### config.mk
export PLATFORM = sky130hd
export DESIGN_NAME = timer_period_counter
export DESIGN_NICKNAME = d
export VERILOG_FILES = /design/src/rtl/timer_period_counter.sv
export SDC_FILE = /design/constraint.sdc
export NUM_CORES = 1
export LEC_CHECK = 0
export ABC_CLOCK_PERIOD_IN_PS = 2800
export CAP_MARGIN = 20
export CORE_AREA = 2 2 96 79
export CTS_BUF_LIST = sky130_fd_sc_hd__clkbuf_4
export DETAILED_ROUTE_END_ITERATION = 10
export DIE_AREA = 0 0 98 81
export PLACE_DENSITY = 0.82
export SLEW_MARGIN = 15
export SYNTH_ARGS = -nofsm -noshare
export SYNTH_HDL_FRONTEND = slang
export SYNTH_SLANG_ARGS = --single-unit
### constraint.sdc
create_clock -name clk_i -period 2.8 [get_ports clk_i]
set_clock_uncertainty 0.15 [all_clocks]
set_input_delay 0.28 -clock clk_i [delete_from_list [all_inputs] [get_ports clk_i]]
set_output_delay 0.28 -clock clk_i [all_outputs]
set_load 0.05 [all_outputs]
### src/rtl/timer_period_counter.sv
// timer_period_counter
// Period counter for one advanced-timer channel. It consumes the timer
// controller's ctrl_* strobes and produces the count value, the count
// direction, a period-end pulse, and the cnt_update pulse that clears the
// controller's pending-update bit.
// Start, end and mode are double-buffered. A software update is loaded into
// the shadows at once while the counter is idle or being reloaded. While the
// counter runs, the update waits for the next period end.
// Optional feature: define TIMER_CNT_ONESHOT_EN to add cfg_oneshot_i/done_o.
// In that build the counter freezes after its first period end.
module timer_period_counter #(
  parameter int NUM_BITS = 16
) (
  input  logic                clk_i,
  input  logic                rst_i,
  input  logic                ctrl_active_i,
  input  logic                ctrl_rst_i,
  input  logic                ctrl_cnt_upd_i,
  input  logic                tick_i,
  input  logic [NUM_BITS-1:0] cfg_start_i,
  input  logic [NUM_BITS-1:0] cfg_end_i,
  input  logic                cfg_sawtooth_i,
`ifdef TIMER_CNT_ONESHOT_EN
  input  logic                cfg_oneshot_i,
  output logic                done_o,
`endif
  output logic [NUM_BITS-1:0] counter_o,
  output logic                dir_o,
  output logic                end_o,
  output logic                cnt_update_o
);

  logic [NUM_BITS-1:0] counter_reg, counter_next;
  logic                dir_reg, dir_next;
  logic                end_reg, end_next;
  logic                cnt_update_reg, cnt_update_next;
  logic                upd_pend_reg, upd_pend_next;
  logic [NUM_BITS-1:0] s_start_reg, s_start_next;
  logic [NUM_BITS-1:0] s_end_reg, s_end_next;
  logic                s_saw_reg, s_saw_next;

  logic                eff_active;
  logic                step;
  logic                upd_req;
  logic                apply;
  logic                period_end;
  logic [NUM_BITS-1:0] step_cnt;
  logic                step_dir;
  logic                step_end;

`ifdef TIMER_CNT_ONESHOT_EN
  logic s_oneshot_reg, s_oneshot_next;
  logic done_reg, done_next;
  // A finished one-shot counter behaves as idle, so pending updates can still land.
  assign eff_active = ctrl_active_i && !done_reg;
`else
  assign eff_active = ctrl_active_i;
`endif

  assign step    = eff_active && tick_i;
  assign upd_req = upd_pend_reg || ctrl_cnt_upd_i;

  // Compute what one count step would produce from the current shadows.
  always_comb begin
    step_cnt = counter_reg;
    step_dir = dir_reg;
    step_end = 1'b0;
    if ((s_start_reg == s_end_reg) && (counter_reg == s_end_reg)) begin
      // Zero-length period: hold at the threshold, and every step ends a period.
      step_end = 1'b1;
      step_dir = 1'b0;
    end else if (s_saw_reg) begin
      step_dir = 1'b0;
      if (counter_reg == s_end_reg) begin
        step_cnt = s_start_reg;
        step_end = 1'b1;
      end else begin
        step_cnt = counter_reg + 1'b1;
      end
    end else if (!dir_reg) begin
      if (counter_reg == s_end_reg) begin
        step_dir = 1'b1;
        step_cnt = counter_reg - 1'b1;
      end else begin
        step_cnt = counter_reg + 1'b1;
      end
    end else begin
      if (counter_reg == s_start_reg) begin
        step_dir = 1'b0;
        step_cnt = counter_reg + 1'b1;
        step_end = 1'b1;
      end else begin
        step_cnt = counter_reg - 1'b1;
      end
    end
  end

  // A controller reload takes priority over stepping, so it suppresses the period end.
  assign period_end = step && !ctrl_rst_i && step_end;
  assign apply      = upd_req && (!eff_active || ctrl_rst_i || period_end);

  // Select next counter state, output pulses, pending flag and shadow contents.
  always_comb begin
    counter_next    = counter_reg;
    dir_next        = dir_reg;
    end_next        = 1'b0;
    cnt_update_next = apply;
    upd_pend_next   = apply ? 1'b0 : upd_req;
    s_start_next    = apply ? cfg_start_i : s_start_reg;
    s_end_next      = apply ? cfg_end_i : s_end_reg;
    s_saw_next      = apply ? cfg_sawtooth_i : s_saw_reg;
    if (ctrl_rst_i) begin
      counter_next = apply ? cfg_start_i : s_start_reg;
      dir_next     = 1'b0;
    end else if (step) begin
      end_next = step_end;
      if (apply && step_end) begin
        // The new period starts from the freshly loaded start value.
        counter_next = cfg_start_i;
        dir_next     = 1'b0;
      end else begin
        counter_next = step_cnt;
        dir_next     = step_dir;
      end
    end
  end

`ifdef TIMER_CNT_ONESHOT_EN
  // The one-shot latch is set at the first period end and is cleared by a controller reload.
  always_comb begin
    s_oneshot_next = apply ? cfg_oneshot_i : s_oneshot_reg;
    done_next      = done_reg;
    if (ctrl_rst_i) begin
      done_next = 1'b0;
    end else if (period_end && s_oneshot_reg) begin
      done_next = 1'b1;
    end
  end

  // Registers for the one-shot shadow and the done state.
  always_ff @(posedge clk_i) begin
    if (rst_i) begin
      s_oneshot_reg <= 1'b0;
      done_reg      <= 1'b0;
    end else begin
      s_oneshot_reg <= s_oneshot_next;
      done_reg      <= done_next;
    end
  end

  assign done_o = done_reg;
`endif

  // Registers for the counter state, output pulses, pending flag and shadows.
  always_ff @(posedge clk_i) begin
    if (rst_i) begin
      counter_reg    <= '0;
      dir_reg        <= 1'b0;
      end_reg        <= 1'b0;
      cnt_update_reg <= 1'b0;
      upd_pend_reg   <= 1'b0;
      s_start_reg    <= '0;
      s_end_reg      <= '0;
      s_saw_reg      <= 1'b1;
    end else begin
      counter_reg    <= counter_next;
      dir_reg        <= dir_next;
      end_reg        <= end_next;
      cnt_update_reg <= cnt_update_next;
      upd_pend_reg   <= upd_pend_next;
      s_start_reg    <= s_start_next;
      s_end_reg      <= s_end_next;
      s_saw_reg      <= s_saw_next;
    end
  end

  assign counter_o    = counter_reg;
  assign dir_o        = dir_reg;
  assign end_o        = end_reg;
  assign cnt_update_o = cnt_update_reg;

endmodule

* Word level (Yosys, flattened, before mapping)
Index checks and enable logic that the tools add are counted.
** Cells by class
- Add/subtract/negate cells :: 2
- $mul :: 0
- Div/mod/pow operators :: 0
- Magnitude comparators :: 0
- Eq/ne operators :: 4
- Shift operators :: 0
- Muxes and demuxes :: 20
- Bitwise gates (word level) :: 1
- Reduce and logical (&&, ||, !) cells :: 16
** Operators with widths (count)
- 16-bit two-way mux :: 10
- 16-bit equality test :: 3
- 16-bit by 1-bit adder with 16-bit output, second input constant :: 1
- 16-bit by 1-bit subtractor with 16-bit output, second input constant :: 1
- 1-bit two-way mux :: 10
- 1-bit logical AND :: 6
- 2-bit OR reduction :: 2
- 1-bit logical OR :: 3
- 3-bit by 2-bit inequality test with 1-bit output, second input constant :: 1
- 3-bit OR reduction :: 1
- 1-bit logical NOT :: 2
- 2-bit AND reduction :: 1
- 2-bit nonzero test :: 1
- 1-bit inverter :: 1
** Word-level totals
- Flip-flop bits (word level) :: 53
- Latch bits :: 0
- Bits in writable memories :: 0
- Memory bits (read-only) :: 0
- Input port bits :: 39
- Memories :: 0

* Depth between registers and ports, before layout
Gate-level depths: netlist (run 1).
- Depth after elaboration :: 12
- Depth in mapped cells :: 11

* Worst setup path after synthesis (run 1)
OpenSTA, ideal clock, no wires.
- Kind :: register to register
- Start point :: register counter_reg[10], in the netlist counter_o[10]
- End point :: register counter_reg[14], in the netlist counter_o[14]
- Library setup time :: 0.122 ns
- Arrival :: 2.621 ns
- Data required time :: 2.528 ns
- Setup slack :: -0.093 ns
- Cell stages (with the launch flop) :: 11
- Path buffers :: 2
- Cells stage by stage :: dfxtp_1 -> buf_2 -> xnor2_1 -> nand4_1 -> nor4_2 -> o21a_1 -> o31a_1 -> buf_6 -> mux2i_1 -> nor2_2 -> a221o_1
** On the way
- Cells in the longest elaborated chain, start to end :: 12
- Elaborated cells on any way between the ends :: 26
- Classes of those cells :: add/sub: 2; eq/ne: 3; mux: 15; reduce/logical: 6
** Ends and longest elaborated chain
- start, declared :: line 33 : logic [NUM_BITS-1:0] counter_reg, counter_next;
- start signal, assigned :: line 166 : counter_reg <= counter_next;
- branches (longest 12 deep; another with 16-bit by 1-bit adder with 16-bit output)
Several ways; the timed one is not identified. The select of a mux whose other input is x is not followed.
A chain may end at the register's enable or synchronous reset.

* Worst setup path after layout (run 1)
- Start point :: register counter_reg[0], in the netlist counter_o[0]
- End point :: register counter_reg[14], in the netlist counter_o[14]
The elaborated chain is that of the path after synthesis.

==> summary.json, run 1 <==
{
  "finish": {
    "area_delta_synth_final_pct": 19.8,
    "area_taken_by_flip_flops_and_latches_sq_um": 1080,
    "design_area_sq_um": 4640,
    "layout.filler_cells": 654,
    "fraction_of_layout_instances_using_a_drive_strength_above_1_pct": 12.4,
    "fin_nets": 572,
    "multiInputGateArea_sq_um": 2580,
    "antenna_cells_inserted": 0
  },
  "global_route": {
    "grt_start_max_net_pins": 54,
    "grt_pass1_vias": 3701,
    "grt_pass1_wl_microns": 19700,
    "grt-ovfl-total": 0,
    "antenna_found_initial": 0,
    "grt_use_total_pct": 31.8
  },
  "routing": {
    "detail_route.wl_per_cell_microns": 20.2,
    "drt_iter0_drc": 329,
    "num_vias": 3943,
    "ant_nets": 0,
    "wl_microns": 12600,
    "drt-vias-per-instance": 6.34,
    "route.detailed.drc": 0,
    "detail_route.first_pass.iterations": 5
  },
  "synthesis": {
    "syn_avg_cell_area_sq_um": 8.04,
    "syn-num-nets": 523,
    "largest_cells_by_area_after_synthesis": "sky130_fd_sc_hd__dfxtp_1 (27%), sky130_fd_sc_hd__xnor2_1 (10%), sky130_fd_sc_hd__mux2i_1 (9.3%), sky130_fd_sc_hd__xor2_1 (5.9%), sky130_fd_sc_hd__nor2_1 (5.7%)",
    "netlist-cell-type-count": 57,
    "synth_edf_count": 0,
    "yosysWarnings": 0,
    "share_of_flip_flops_with_an_asynchronous_set_or_reset_pct": 0,
    "synth_top_cell_area_share_pct": 27.4,
    "synthesis.area_sq_um": 3870,
    "yosysTopAreaCell": "sky130_fd_sc_hd__dfxtp_1",
    "synth_flop_cell": "sky130_fd_sc_hd__dfxtp_1",
    "synth_seq_cells": 53,
    "synth_cells": 482,
    "ys_seq_area_share_pct": 27.4
  },
  "power": {
    "vdd.ir_drop.worst_v": 0.000292,
    "internal_power_consumption_mw": 1.34,
    "share_seq_of_total_power_pct": 43.7,
    "comb_power_share_pct": 34.2,
    "share_clk_of_total_power_pct": 22.1,
    "totalPowerFinal_mw": 2.09,
    "power.leakage_nw": 1.68,
    "power.share.switching_pct": 36.1,
    "p_sw_mw": 0.756,
    "power_per_cell_area_nw_per_um2": 451
  },
  "run": {
    "maxCapViolCount": 0
  },
  "outcome": {
    "failed_checks": "negative setup slack",
    "run_status": "finished with violations"
  },
  "clock_tree": {
    "ctsHtreeMaxLevel": 2,
    "cts_tree": "yes",
    "cts.reportedPaths.clkPinSlew_ps": 160,
    "cts_made_buffers": 5,
    "clock-sinks": 53,
    "cts_max_path_buffers": 2,
    "cts-root-buf": "sky130_fd_sc_hd__clkbuf_4",
    "insertion_delay_of_the_later_clocked_pin_in_the_worst_skew_pair_ps": 390
  },
  "setup_path": {
    "path_max_fanout": 5,
    "critPathKind": "reg -> reg",
    "cp_data_required_time_ps": 2980,
    "r2r_cells": 10,
    "crit_arrival_ps": 2990,
    "critical_path.endpoint_type": "register",
    "critPathLaunchType": "register"
  },
  "die": {
    "design.die.area_sq_um": 7940,
    "rows": 28,
    "top_level_ports": 58,
    "die_x_microns": 98,
    "fp.coreArea_sq_um": 7110,
    "initial_core_util_pct": 54.5,
    "die_h_microns": 81
  },
  "placed_design": {
    "placedInstanceArea_sq_um": 4530,
    "place_congestion": 0.996,
    "dpl_ws_ps": 111,
    "buffers_added_on_ports": 57,
    "dp.final_hpwl_microns": 8870
  },
  "sta": {
    "setup-violations-final": 1,
    "worst_pin_slew_ps": 597,
    "hold_viol": 0,
    "setup_repair_after_global_routing_missed_its_margin": "true",
    "post_layout_worst_setup_margin_ps": -11.0,
    "holdWs_ps": 37.5,
    "max_slew_margin_pct": 60.1,
    "fmax_mhz": 356,
    "period_share_pct": 100,
    "final.min_clock_period_ps": 2810,
    "setup-tns-final_ps": -11.0,
    "report.final.slew_viol_count": 0
  },
  "worst_hold_path": {
    "hp-class": "in -> reg",
    "hold_path_depth": 3
  }
}
==> cells by family after synthesis <==
logic type               after synthesis  synth area share, %
multiplexers                          36                 9.30
AND/OR/NAND/NOR                      155                 20.8
adder cells (fa/ha/maj)                2                0.646
XOR/XNOR                              71                 16.0
buffers and inverters                 47                 6.62
flip-flops                            53                 27.4
AO/OA/AOI/OAI                        118                 19.2
==> area by class of cell <==
| type | count | share of cell area, % |
|---|---|---|
| inverter | 7 | 0.566 |
| tap | 90 | 2.43 |
| clock inverter | 2 | 0.835 |
| timing repair buffer | 82 | 16.5 |
| clock buffer | 6 | 0.970 |
| multi-input combinational | 382 | 55.5 |
| sequential | 53 | 23.2 |
==> path summary, 6_finish.rpt <==
| path | from | end | slack, ps |
|---|---|---|---|
| setup reg to reg | counter_o[0]$_SDFFE_PP0P_ | counter_o[14]$_SDFFE_PP0P_ | -10 |
| hold / removal | rst_i | end_o$_SDFF_PP0_ | 40 |
| setup / recovery | counter_o[0]$_SDFFE_PP0P_ | counter_o[14]$_SDFFE_PP0P_ | -10 |
| hold reg to reg | s_end_reg[4]$_SDFFE_PP0N_ | s_end_reg[4]$_SDFFE_PP0N_ | 420 |
==> per-stage QoR <==
| stage | cells | utilization [%] |
|---|---|---|
| 6_report | 622 | 65.3 |
| 5_1_grt | 622 | 65.3 |
| 4_1_cts | 621 | 64.9 |
| 3_5_place_dp | 613 | 63.7 |
| 3_3_place_gp | 613 | 63.7 |
| 2_1_floorplan | 482 | - |
==> cells in the final DEF (no fill, tap or decap), types with 3 or more instances in the layout <==
cell type                          n
sky130_fd_sc_hd__nor2_1           59
sky130_fd_sc_hd__clkdlybuf4s50_1  56
sky130_fd_sc_hd__xnor2_1          45
sky130_fd_sc_hd__dfxtp_1          41
sky130_fd_sc_hd__mux2i_1          36
sky130_fd_sc_hd__nand2_1          33
sky130_fd_sc_hd__a21oi_1          32
sky130_fd_sc_hd__xor2_1           26
sky130_fd_sc_hd__buf_4            24
sky130_fd_sc_hd__o21ai_0          23
sky130_fd_sc_hd__o22ai_1          17
sky130_fd_sc_hd__nand4_1          12
sky130_fd_sc_hd__o21ai_1          12
sky130_fd_sc_hd__dfxtp_2          11
sky130_fd_sc_hd__inv_1             7
sky130_fd_sc_hd__nand3_1           7
sky130_fd_sc_hd__clkbuf_4          6
sky130_fd_sc_hd__nor4_2            5
sky130_fd_sc_hd__nor2b_1           5
sky130_fd_sc_hd__o32ai_1           5
sky130_fd_sc_hd__nor4_1            4
sky130_fd_sc_hd__nor3_1            4
sky130_fd_sc_hd__o211ai_1          4
sky130_fd_sc_hd__a211oi_1          4
sky130_fd_sc_hd__or3_1             3
sky130_fd_sc_hd__o221ai_1          3
sky130_fd_sc_hd__and4_1            3
==> power by group through the flow <==
stage	combinational [mW]	sequential, mW	clock, mW
after CTS	0.690	0.909	0.468
after global placement	0.673	0.923	0
after global routing	0.765	0.919	0.498
after detailed placement	0.684	0.926	0
final	0.716	0.914	0.463
after floorplan	0.460	0.932	0
==> cell usage after synthesis, types with 6 or more instances <==
library cell	number
sky130_fd_sc_hd__mux2i_1	36
sky130_fd_sc_hd__buf_6	6
sky130_fd_sc_hd__clkbuf_1	14
sky130_fd_sc_hd__nand3_1	8
sky130_fd_sc_hd__nand4_1	12
sky130_fd_sc_hd__nand2_1	33
sky130_fd_sc_hd__dfxtp_1	53
sky130_fd_sc_hd__inv_1	7
sky130_fd_sc_hd__o21ai_0	23
sky130_fd_sc_hd__buf_2	16
sky130_fd_sc_hd__o22ai_1	17
sky130_fd_sc_hd__nor2_1	59
sky130_fd_sc_hd__xnor2_1	45
sky130_fd_sc_hd__o21ai_1	12
sky130_fd_sc_hd__a21oi_1	32
sky130_fd_sc_hd__xor2_1	26
==> repair_timing <==
action	4_1_cts	5_1_grt
setup buffers	0	1
setup endpoints to repair	0	5
gates resized for setup	0	4
hold buffers	0	0
==> layer usage <==
layer	up-vias	track usage [%]	routed length [microns]
li1	1804	-	-
met1	1838	42.7	5180
met2	259	50.4	5600
met3	42	7.23	1380
met4	0	11.7	410
met5	-	0	0
==> worst max-delay path, cell delays in order (launching register included) <==
cell	delay, ps
sky130_fd_sc_hd__dfxtp_1	450
sky130_fd_sc_hd__inv_1	170
sky130_fd_sc_hd__ha_1	230
sky130_fd_sc_hd__nor3b_2	270
sky130_fd_sc_hd__nor3b_4	300
sky130_fd_sc_hd__nand3b_1	170
sky130_fd_sc_hd__nor4_2	230
sky130_fd_sc_hd__xnor2_1	100
sky130_fd_sc_hd__o221a_2	270
sky130_fd_sc_hd__a211oi_1	260
sky130_fd_sc_hd__a221o_1	150
Power figures use the tool's default switching activity.
==> run 2: changes to the inputs <==
ABC_CLOCK_PERIOD_IN_PS = 2700   (was 2800)
TNS_END_PERCENT = 50   (was unset)
clock period = 2.7 ns   (was 2.8 ns; I/O delays follow)
==> run 2 against run 1 <==
The run now ends clean; maximum frequency grew 8.1%; sequential cell count is the same; register-to-register slack gained 110 ps; clock power shrank 19%; worst setup slack gained 110 ps; power shrank 0.59%; critical path depth shrank 2; global-route usage shrank 0.83 points; via count grew 0.25%.
==> summary.json, run 2 (synthesized netlist as in run 1, its figures left out) <==
{
  "outcome": {
    "run_status": "finished, final reports clean"
  },
  "power": {
    "share_seq_of_total_power_pct": 45.6,
    "internal_power_consumption_mw": 1.30,
    "power.leakage_nw": 1.75,
    "power_per_cell_area_nw_per_um2": 437,
    "power.share.switching_pct": 37.6,
    "share_clk_of_total_power_pct": 18.0,
    "p_sw_mw": 0.783,
    "vdd.ir_drop.worst_v": 0.000262,
    "comb_power_share_pct": 36.3
  },
  "routing": {
    "ant_nets": 0,
    "wl_microns": 12400,
    "detail_route.first_pass.iterations": 5,
    "drt-vias-per-instance": 6.23,
    "route.detailed.drc": 0,
    "num_vias": 3953,
    "detail_route.wl_per_cell_microns": 19.6,
    "drt_iter0_drc": 327
  },
  "finish": {
    "final_util_pct": 66.9,
    "fin_nets": 585,
    "layout.filler_cells": 635,
    "fraction_of_layout_instances_using_a_drive_strength_above_1_pct": 16.3,
    "area_delta_synth_final_pct": 22.8,
    "antenna_cells_inserted": 0,
    "final_common_cell": "sky130_fd_sc_hd__nor2_1",
    "stdcell_count": 635,
    "layout.cells.most_common_list": "sky130_fd_sc_hd__nor2_1 (59), sky130_fd_sc_hd__clkdlybuf4s50_1 (56), sky130_fd_sc_hd__xnor2_1 (44)"
  },
  "sta": {
    "max_slew_margin_pct": 60.0,
    "period_share_pct": 96.3,
    "report.final.slew_viol_count": 0,
    "holdWs_ps": 329,
    "final.min_clock_period_ps": 2600,
    "setup-tns-final_ps": 0,
    "fmax_mhz": 384,
    "hold_viol": 0,
    "setup_repair_after_global_routing_missed_its_margin": "false",
    "setup-violations-final": 0,
    "worst_pin_slew_ps": 599
  },
  "setup_path": {
    "cp_data_required_time_ps": 2840,
    "path_max_fanout": 15,
    "crit_arrival_ps": 2740,
    "critPathLaunchType": "register",
    "crit_chain": "xnor2_1 -> nand4_1 -> nor4_4 -> o21a_1 -> o31a_2 -> buf_4 -> nor2_1 -> a211o_1",
    "critical_path.endpoint_type": "register",
    "cpPeakStageDelay_ps": 450,
    "critPathKind": "reg -> reg",
    "cpMaxStageDelayCell": "sky130_fd_sc_hd__nor4_4"
  },
  "clock_tree": {
    "cts.reportedPaths.clkPinSlew_ps": 170,
    "cts_max_path_buffers": 2,
    "ctsHtreeMaxLevel": 2,
    "insertion_delay_of_the_later_clocked_pin_in_the_worst_skew_pair_ps": 380,
    "cts-root-buf": "sky130_fd_sc_hd__clkbuf_4",
    "cts_made_buffers": 5,
    "cts_tree": "yes",
    "clock-sinks": 53
  },
  "die": {
    "rows": 28,
    "top_level_ports": 58,
    "design.die.area_sq_um": 7940,
    "initial_core_util_pct": 54.5,
    "die_x_microns": 98,
    "die_h_microns": 81,
    "fp.coreArea_sq_um": 7110
  },
  "global_route": {
    "grt_start_max_net_pins": 54,
    "grt_pass1_wl_microns": 19500,
    "antenna_found_initial": 0,
    "grt_pass1_vias": 3639,
    "grt-ovfl-total": 0,
    "grt_use_total_pct": 31.0
  },
  "placed_design": {
    "buffers_added_on_ports": 57,
    "placed_cells": 621,
    "place_congestion": 1.02,
    "dp.final_hpwl_microns": 9180
  },
  "worst_hold_path": {
    "hp-class": "in -> reg"
  },
  "run": {
    "maxCapViolCount": 0
  }
}
[run 2: final timing paths]
| check | cells past startpoint | to | from | slack [ps] |
|---|---|---|---|---|
| max reg2reg | 8 | s_saw_reg$_SDFFE_PP1N_ | counter_o[5]$_SDFFE_PP0P_ | 100 |
| max | 8 | s_saw_reg$_SDFFE_PP1N_ | counter_o[5]$_SDFFE_PP0P_ | 100 |
| min reg2reg | 2 | s_end_reg[12]$_SDFFE_PP0N_ | s_end_reg[12]$_SDFFE_PP0N_ | 420 |
| min | 3 | s_end_reg[15]$_SDFFE_PP0N_ | cfg_end_i[15] | 330 |
[run 2: what timing repair did]
action | in CTS | in global routing
hold endpoints to repair | 1 | 0
setup endpoints to repair | 0 | 37
hold buffers | 1 | 0
setup buffers | 0 | 5
gates resized for setup | 0 | 15
[run 2: final cells by class]
class / instances / area [sq um] / area share, %
clock inverter: 3 / 20.0 / 0.421
clock buffer: 5 / 37.5 / 0.789
timing repair buffer: 95 / 870 / 18.3
inverter: 7 / 26.3 / 0.552
sequential: 53 / 1110 / 23.3
tap: 90 / 113 / 2.37
multi-input combinational: 382 / 2580 / 54.3
[run 2: metal layers]
metal | up-vias | routed length (microns) | track usage, %
met5 | - | 0 | 0
met4 | 0 | 310 | 9.72
met3 | 29 | 1120 | 4.04
met2 | 230 | 5590 | 49.7
met1 | 1864 | 5430 | 43.5
li1 | 1830 | - | -
[run 2: worst max-delay path, delay by kind of cell, from the launching register on]
kind | cells | cell delay [ps]
XOR/XNOR | 1 | 210
buffers and inverters | 1 | 300
AND/OR/NAND/NOR | 3 | 690
flip-flops | 1 | 420
AO/OA/AOI/OAI | 3 | 740
[run 2: power groups by stage]
stage               clock network [mW]  logic (mW)  registers (mW)
floorplan                            0       0.484           0.966
global placement                     0       0.714           0.961
detailed placement                   0       0.726           0.962
CTS                              0.392       0.732           0.946
global route                     0.426       0.808           0.954
finish                           0.375       0.756           0.949
[run 2: through the flow]
stage	worst slack [ps]	instance area [sq um]	total power, mW
3_3_place_gp	158	4610	1.68
5_1_grt	1.46	4760	2.19
3_5_place_dp	112	4610	1.69
2_1_floorplan	3.18	3910	1.45
6_report	99.0	4760	2.08
4_1_cts	70.9	4680	2.07
